===== src/rtl/regfile_pkg.sv =====
// Shared types and constants for the register-file writeback arbiter.
package regfile_pkg;

    localparam int DATA_W = 16;
    localparam int ADDR_W = 5;

    typedef struct packed {
        logic [ADDR_W-1:0] rd;
        logic [DATA_W-1:0] data;
    } wb_entry_t;

    typedef enum logic {
        BUF_EMPTY = 1'b0,
        BUF_FULL  = 1'b1
    } buf_state_t;

endpackage


===== src/rtl/wb_hold_buf.sv =====
// One-entry writeback holding buffer with valid/ready on the input side.
// Ready depends only on buffer state and grant, never on valid.
module wb_hold_buf
    import regfile_pkg::*;
#(
    parameter int RD_W  = 5,
    parameter int DAT_W = 16
) (
    input  logic             clk,
    input  logic             reset,
    input  logic             valid,
    output logic             ready,
    input  logic [RD_W-1:0]  rd,
    input  logic [DAT_W-1:0] data,
    input  logic             grant,
    output logic             full,
    output logic [RD_W-1:0]  held_rd,
    output logic [DAT_W-1:0] held_data
);

    buf_state_t state;
    logic       accept;

    assign ready  = (state == BUF_EMPTY) || grant;
    assign accept = valid && ready;
    assign full   = (state == BUF_FULL);

    // A grant with a same-cycle accept refills the entry and stays FULL.
    always_ff @(posedge clk) begin
        if (reset) begin
            state     <= BUF_EMPTY;
            held_rd   <= '0;
            held_data <= '0;
        end else if (accept) begin
            state     <= BUF_FULL;
            held_rd   <= rd;
            held_data <= data;
        end else if (grant) begin
            state     <= BUF_EMPTY;
        end
    end

endmodule


===== src/rtl/regfile_write_arbiter.sv =====
// Two-requester round-robin writeback arbiter for the register file write port.
// Define REGFILE_ARB_ZERO_GUARD_EN to suppress writes to r0 and drop r0 from stall.
module regfile_write_arbiter #(
    parameter int DATA_W = regfile_pkg::DATA_W,
    parameter int ADDR_W = regfile_pkg::ADDR_W
) (
    input  logic              clk,
    input  logic              reset,
    input  logic              req0_valid,
    output logic              req0_ready,
    input  logic [ADDR_W-1:0] req0_rd,
    input  logic [DATA_W-1:0] req0_data,
    input  logic              req1_valid,
    output logic              req1_ready,
    input  logic [ADDR_W-1:0] req1_rd,
    input  logic [DATA_W-1:0] req1_data,
    output logic              RegWrite,
    output logic [ADDR_W-1:0] Rd,
    output logic [DATA_W-1:0] Write_data,
    input  logic [ADDR_W-1:0] Rs1,
    input  logic [ADDR_W-1:0] Rs2,
    output logic              stall
);

`ifdef REGFILE_ARB_ZERO_GUARD_EN
    localparam bit ZERO_GUARD = 1'b1;
`else
    localparam bit ZERO_GUARD = 1'b0;
`endif

    logic              full0, full1;
    logic [ADDR_W-1:0] held_rd0, held_rd1;
    logic [DATA_W-1:0] held_data0, held_data1;
    logic              grant0, grant1, grant_any, rr_used;
    logic              accept0, accept1;
    logic              rr_ptr, age1_older;
    logic [ADDR_W-1:0] sel_rd;
    logic [DATA_W-1:0] sel_data;

    wb_hold_buf #(.RD_W(ADDR_W), .DAT_W(DATA_W)) u_buf0 (
        .clk       (clk),
        .reset     (reset),
        .valid     (req0_valid),
        .ready     (req0_ready),
        .rd        (req0_rd),
        .data      (req0_data),
        .grant     (grant0),
        .full      (full0),
        .held_rd   (held_rd0),
        .held_data (held_data0)
    );

    wb_hold_buf #(.RD_W(ADDR_W), .DAT_W(DATA_W)) u_buf1 (
        .clk       (clk),
        .reset     (reset),
        .valid     (req1_valid),
        .ready     (req1_ready),
        .rd        (req1_rd),
        .data      (req1_data),
        .grant     (grant1),
        .full      (full1),
        .held_rd   (held_rd1),
        .held_data (held_data1)
    );

    assign accept0   = req0_valid && req0_ready;
    assign accept1   = req1_valid && req1_ready;
    assign grant_any = grant0 || grant1;

    // Same destination: oldest first keeps write order; otherwise rr_ptr decides.
    always_comb begin
        grant0  = 1'b0;
        grant1  = 1'b0;
        rr_used = 1'b0;
        if (full0 && full1) begin
            if (held_rd0 == held_rd1) begin
                if (age1_older) grant1 = 1'b1;
                else            grant0 = 1'b1;
            end else begin
                rr_used = 1'b1;
                if (rr_ptr) grant1 = 1'b1;
                else        grant0 = 1'b1;
            end
        end else if (full0) begin
            grant0 = 1'b1;
        end else if (full1) begin
            grant1 = 1'b1;
        end
    end

    always_comb begin
        sel_rd   = grant1 ? held_rd1   : held_rd0;
        sel_data = grant1 ? held_data1 : held_data0;
    end

    function automatic logic rd_hazard(input logic [ADDR_W-1:0] rd,
                                       input logic [ADDR_W-1:0] a,
                                       input logic [ADDR_W-1:0] b);
        return ((rd == a) || (rd == b)) && !(ZERO_GUARD && (rd == '0));
    endfunction

    assign stall = (full0    && rd_hazard(held_rd0, Rs1, Rs2)) ||
                   (full1    && rd_hazard(held_rd1, Rs1, Rs2)) ||
                   (RegWrite && rd_hazard(Rd,       Rs1, Rs2));

    // Age only matters while both are FULL: it is set when buffer 0 refills
    // while buffer 1 keeps its older entry, and cleared by any other change.
    always_ff @(posedge clk) begin
        if (reset) begin
            RegWrite   <= 1'b0;
            Rd         <= '0;
            Write_data <= '0;
            rr_ptr     <= 1'b0;
            age1_older <= 1'b0;
        end else begin
            if (grant_any && !(ZERO_GUARD && (sel_rd == '0))) begin
                RegWrite   <= 1'b1;
                Rd         <= sel_rd;
                Write_data <= sel_data;
            end else begin
                RegWrite   <= 1'b0;
            end
            if (rr_used)
                rr_ptr <= ~rr_ptr;
            if (accept0 || accept1 || grant_any)
                age1_older <= accept0 && !accept1 && full1 && !grant1;
        end
    end

endmodule


===== config.mk =====
export PLATFORM = sky130hd
export DESIGN_NAME = regfile_write_arbiter
export DESIGN_NICKNAME = d
export VERILOG_FILES = /design/src/rtl/regfile_pkg.sv /design/src/rtl/wb_hold_buf.sv /design/src/rtl/regfile_write_arbiter.sv
export SDC_FILE = /design/constraint.sdc
export NUM_CORES = 1
export LEC_CHECK = 0
export ABC_CLOCK_PERIOD_IN_PS = 1500
export CAP_MARGIN = 20
export CORE_MARGIN = 1
export CORE_UTILIZATION = 46
export DETAILED_ROUTE_END_ITERATION = 10
export PLACE_DENSITY_LB_ADDON = 0.12
export REMOVE_ABC_BUFFERS = 1
export SETUP_SLACK_MARGIN = 0.05
export SLEW_MARGIN = 20
export SYNTH_ARGS = -nofsm -noshare
export SYNTH_HDL_FRONTEND = slang
export SYNTH_SLANG_ARGS = --single-unit

===== constraint.sdc =====
create_clock -name clk -period 1.5 [get_ports clk]
set_input_delay 0.375 -clock clk [delete_from_list [all_inputs] [get_ports clk]]
set_output_delay 0.375 -clock clk [all_outputs]
set_load 0.005 [all_outputs]

; Word-level counts from Yosys, hierarchy flattened
; Cells that the tools add are included.
; Widths: inputs -> output; s select.
[word_totals]
reg_bits = 68
inputBits = 56
output_inout_bits = 25
word_cells = 64
[op_classes]
n_eq_ne = 7
muxes = 20
n_bitwise = 3
reduce_logical = 23
[ops]
columns = op, n
row1 = $eq 5x5->1, 7
row2 = $mux 1, 18
row3 = $mux 16, 1
row4 = $logic_or 1x1->1, 10
row5 = $logic_and 1x1->1, 9
row6 = $mux 5, 1
row7 = $reduce_bool 2->1, 2
row8 = $not 1->1, 3
row9 = $logic_not 1->1, 2

; Longest topological paths before layout
[depth]
word_depth = 9
mapped_depth = 7
mapped_depth_nobuf = 5

; Hierarchy
; From an unflattened synthesis, not the netlist that was laid out.
[unflattened]
cells_unflattened = 395
hier_area_um2 = 3639.7
[modules_own_cells]
columns = module, instances, cells_each, area_each_um2, seq_area_each_um2
row1 = wb_hold_buf, 2, 100, 1022.2, 440.4
row2 = regfile_write_arbiter, 1, 195, 1595.3, 480.5

; Least setup slack after synthesis
; Ideal clock, no wire load.
[synth_timing]
kind = register to register
startpoint = register u_buf0.held_rd[0]
endpoint = register Write_data[15]
setup_time_ns = 0.119
arrival_ns = 1.524
required_ns = 1.381
setup_slack_ns = -0.143
path_stages_with_launch = 8
n_path_buf = 2
cell_sequence = dfxtp_1 > buf_4 > xnor2_1 > and3_4 > nand4b_1 > and2_1 > buf_4 > o221a_2
[synth_via]
elab_chain_len = 4
elab_cells_between_ends = 7
[synth_lines]
columns = element, line
row1 = start: declaration, wb_hold_buf.sv:17  ; output logic [RD_W-1:0] held_rd,
row2 = start signal: assignment, wb_hold_buf.sv:36  ; held_rd <= rd;
row3 = $eq 5x5->1 (*), regfile_write_arbiter.sv:76  ; if (held_rd0 == held_rd1) begin
row4 = $mux 1, regfile_write_arbiter.sv:76
row5 = $mux 1, regfile_write_arbiter.sv:75  ; if (full0 && full1) begin
row6 = $mux 16 / $logic_or 1x1->1 (equally long branches), "regfile_write_arbiter.sv:93, regfile_write_arbiter.sv:68"
row7 = end signal: assignment, regfile_write_arbiter.sv:119  ; Write_data <= sel_data;
row8 = end: declaration, regfile_write_arbiter.sv:19  ; output logic [DATA_W-1:0] Write_data,
; Mark *: on every way between the ends. The rest lies on a longest branch, timed or not.
; A chain may end at the register's enable or synchronous reset.

; Worst setup path after layout
[layout_timing]
startpoint = register u_buf0.held_rd[2]
endpoint = output req0_ready
[layout_via]
elab_chain_len = 4
[layout_lines]
columns = element, line
row1 = $eq 5x5->1, regfile_write_arbiter.sv:76
row2 = $mux 1, regfile_write_arbiter.sv:76
row3 = $mux 1, regfile_write_arbiter.sv:75
row4 = $logic_or 1x1->1, wb_hold_buf.sv:24  ; assign ready = (state == BUF_EMPTY) || grant;
row5 = end: declaration, regfile_write_arbiter.sv:10  ; output logic req0_ready,
; No other way between the ends.

==> metrics.md <==
| Metric | Value |
|---|---|
| Layout Area Growth over Synthesis | `58.08%` |
| Port-buffer cells | `80` |
| CP Class | `flip-flop to output port` |
| Reg clk slew, reported paths | `70 ps` |
| Instance count of the mapped netlist | `396` |
| Final Setup Violations | `67` |
| RSZ-0062 raised after global routing | `yes` |
| DRT antenna net count | `0` |
| Setup crit start kind | `flip-flop` |
| Period utilisation layout | `1.307` |
| Root Driver | `clkbuf_8` |
| Failing checks | `negative setup slack` |
| Asr flop ratio synth | `0` |
| # H-tree levels | `3` |
| Yosys warnings | `0` |
| Slew margin rel. | `0.7781` |
| Final Hold Slack | `471.9 ps` |
| Drt via density | `5.341` |
| Synthesized area per cell | `9.428 sq um` |
| Slew @ Worst Pin | `332.9 ps` |
| Crit-path max FO | `3` |
| Max Buffers Root-to-Sink | `2` |
| Worst Path Required | `1120 ps` |
| Largest net degree at the start of global routing | `71` |
| Status | `complete, but fails checks` |
| WL/cell | `17.37 um` |
| Die ar. | `8481 sq um` |
| Hold path cells | `3` |
| Fmax | `510.0 MHz` |
| Overall overflow remaining after global route | `0` |
| Die W | `92.09 um` |
| Vias in the first global route | `3371` |
| Share of cells above drive strength 1 | `0.3390` |
| First DRT Iteration DRCs | `148` |
| Worst Path Arrival | `1590 ps` |
| Flop2flop setup slack | `-420 ps` |
| Worst R2R Start | `u_buf0.held_rd[2]$_SDFFE_PP0P_` |
| Die height | `92.09 um` |
| Top FF cell, synth | `dfxtp_1` |
| Post-synthesis compound-gate area fraction | `0.1240` |
| Fillers | `520` |
| Flops & latches, synth | `68` |
| Worst setup margin | `-460.9 ps` |
| HP Class | `primary input to flip-flop` |
| Final Hold Fails | `0` |
| Worst hold start | `reset` |
| Setup Skew | `9.443 ps` |
| VDD IR max | `0.0005281 V` |
| First-pass DRT Iterations | `4` |
| Core ar. | `7807 sq um` |
| Simple-gate share of the synthesized area | `0.2658` |
| Reg2reg end | `u_buf0.held_rd[3]$_SDFFE_PP0P_` |
| Worst R2R Path Depth | `10` |
| Shortest period the worst path allows | `1961 ps` |
| Hold-fix buffers at CTS | `0` |
| Seq/Total Area, Yosys | `0.3646` |
| Cell Area, Synth | `3734 sq um` |
| Total Power | `5.216 mW` |
| IO Count | `81` |
| Count of cell types in the netlist | `36` |
| Worst Hold Path EP | `rr_ptr$_SDFFE_PP0P_` |
| Dpl ws | `-913.5 ps` |
| Dpl hpwl | `6154 um` |
| Adder-cell share of the synthesized area | `0` |
| PwrDens | `883.8 nW/um^2` |
| Post-Route WL | `10890 um` |
| Maxcap violations | `0` |
| Pleak | `2.438 nW` |
| Setup TNS | `-20900 ps` |
| Initial core utilization | `0.4782` |
| Gp weighted congestion | `0.9481` |
| CTS Buf Count | `9` |
| Post-synth EDFFs | `0` |
| Synth Area in XOR/XNOR | `0.08210` |
| Max-slew violations | `0` |
| Mux cell area share after synthesis | `0.1126` |
| Site Rows | `32` |
| Largest family of logic cells by synthesized area | `simple AND/OR/NAND/NOR gates` |
| Clock sinks | `68` |
| First-pass GRT wire length | `17170 um` |
| Initial antenna violation count | `0` |
| Critical Path End Type | `output port` |
| TritonCTS clock tree | `yes` |
| Diodes inserted | `0` |
| Via count | `3349` |
| Total GRT Usage | `0.2617` |
| Nets | `576` |
| Worst skew pair latency | `350 ps` |
| Drt drc | `0` |
[cells in the mapped netlist (2+ instances only)]
library cell  number  share of area
nand2_1            2         0.0020
o21ai_0            4         0.0054
nand2b_1          79           0.13
nand3_1           11          0.015
clkbuf_1          15          0.015
dfxtp_1           68           0.36
nor2b_1           22          0.037
nor2_1            29          0.029
a211oi_1          21          0.042
buf_8              2         0.0080
mux2i_1           42           0.11
o221a_2           19          0.057
buf_6              2         0.0060
buf_4              4         0.0080
a21oi_1            3         0.0040
xor2_1            12          0.028
o221a_1            2         0.0060
nor3_1             7         0.0094
buf_2              8          0.011
buf_1              2         0.0020
or2b_1             5          0.010
xnor2_1           23          0.054
[worst max-delay path by stage]
stage / startpoint / to / slack [ps] / cells past startpoint
2_1_floorplan: u_buf0.full$_SDFFE_PP0P_ / u_buf1.held_data[0]$_SDFFE_PP0P_ / -840 / 4
3_3_place_gp: Rs1[4] / stall / -890 / 7
5_1_grt: u_buf0.held_rd[3]$_SDFFE_PP0P_ / stall / -510 / 6
6_report: u_buf0.held_rd[2]$_SDFFE_PP0P_ / req0_ready / -460 / 6
4_1_cts: u_buf1.held_rd[0]$_SDFFE_PP0P_ / req0_ready / -430 / 6
3_5_place_dp: Rs2[1] / stall / -910 / 7
[power breakdown]
group	switching (mW)	total [mW]	internal (mW)
clock	0.717	1.70	0.981
combinational	0.612	1.44	0.831
sequential	0.132	2.07	1.94
[cell families (layout without fill, tap and decap cells)]
kind of cell,after synthesis,after routing
simple gates,165,165
flops,68,68
compound gates,52,52
mux,42,42
xor+xnor,35,35
buf+inv,34,163
[registers in the layout (all words and copies together) (netlist names)]
| signal | cells |
|---|---|
| Rd | 5 |
| age1_older | 1 |
| u_buf0.full | 1 |
| u_buf1.held_data | 16 |
| RegWrite | 1 |
| u_buf0.held_data | 16 |
| Write_data | 16 |
| u_buf1.full | 1 |
| u_buf1.held_rd | 5 |
| rr_ptr | 1 |
| u_buf0.held_rd | 5 |
[stage by stage]
stage,area (sq um),util,std cells
floorplan,3547,-,363
finish,5902,0.7559,627
CTS,5792,0.7418,627
global placement,4915,0.6295,594
global route,5902,0.7559,627
detailed placement,4915,0.6295,594
[per-layer routing]
| metal | wire length [um] | GRT usage |
|---|---|---|
| met5 | 0 | 0 |
| met2 | 5416 | 0.4279 |
| met1 | 4803 | 0.3448 |
| met3 | 512 | 0.05473 |
| met4 | 161 | 0.08073 |
[worst max-delay path, cell delays in order (launching register included)]
cell	delay (ps)
dfxtp_4	380
xnor2_4	180
and3_4	230
buf_6	110
a21oi_4	50
nor2_2	150
buf_2	140
[cell usage in the layout, fill, tap and decap left out, types with 10 or more instances in the layout]
master	n
dfxtp_2	20
dfxtp_1	39
clkbuf_8	10
o221a_4	19
nor2b_1	22
nand2b_1	79
nor2_1	28
dlygate4sd2_1	26
a211oi_1	21
mux2i_1	42
buf_4	35
buf_6	19
clkdlybuf4s50_1	44
[timing repair]
item	4_1_cts	5_1_grt
endpoints found under the setup margin	91	71
gates resized for setup	155	31
cloned	5	0
pin swaps	38	17
setup buffers	13	4
[layout make-up]
class	instances	area [sq um]	area share
tap	102	127.6	0.02162
timing repair buffer	146	1475	0.2499
inverter	1	3.754	0.0006360
clock inverter	6	86.33	0.01463
clock buffer	10	137.6	0.02332
sequential	68	1420	0.2406
multi-input combinational	294	2651	0.4492
Note: power is estimated with default switching activity, not from simulation.
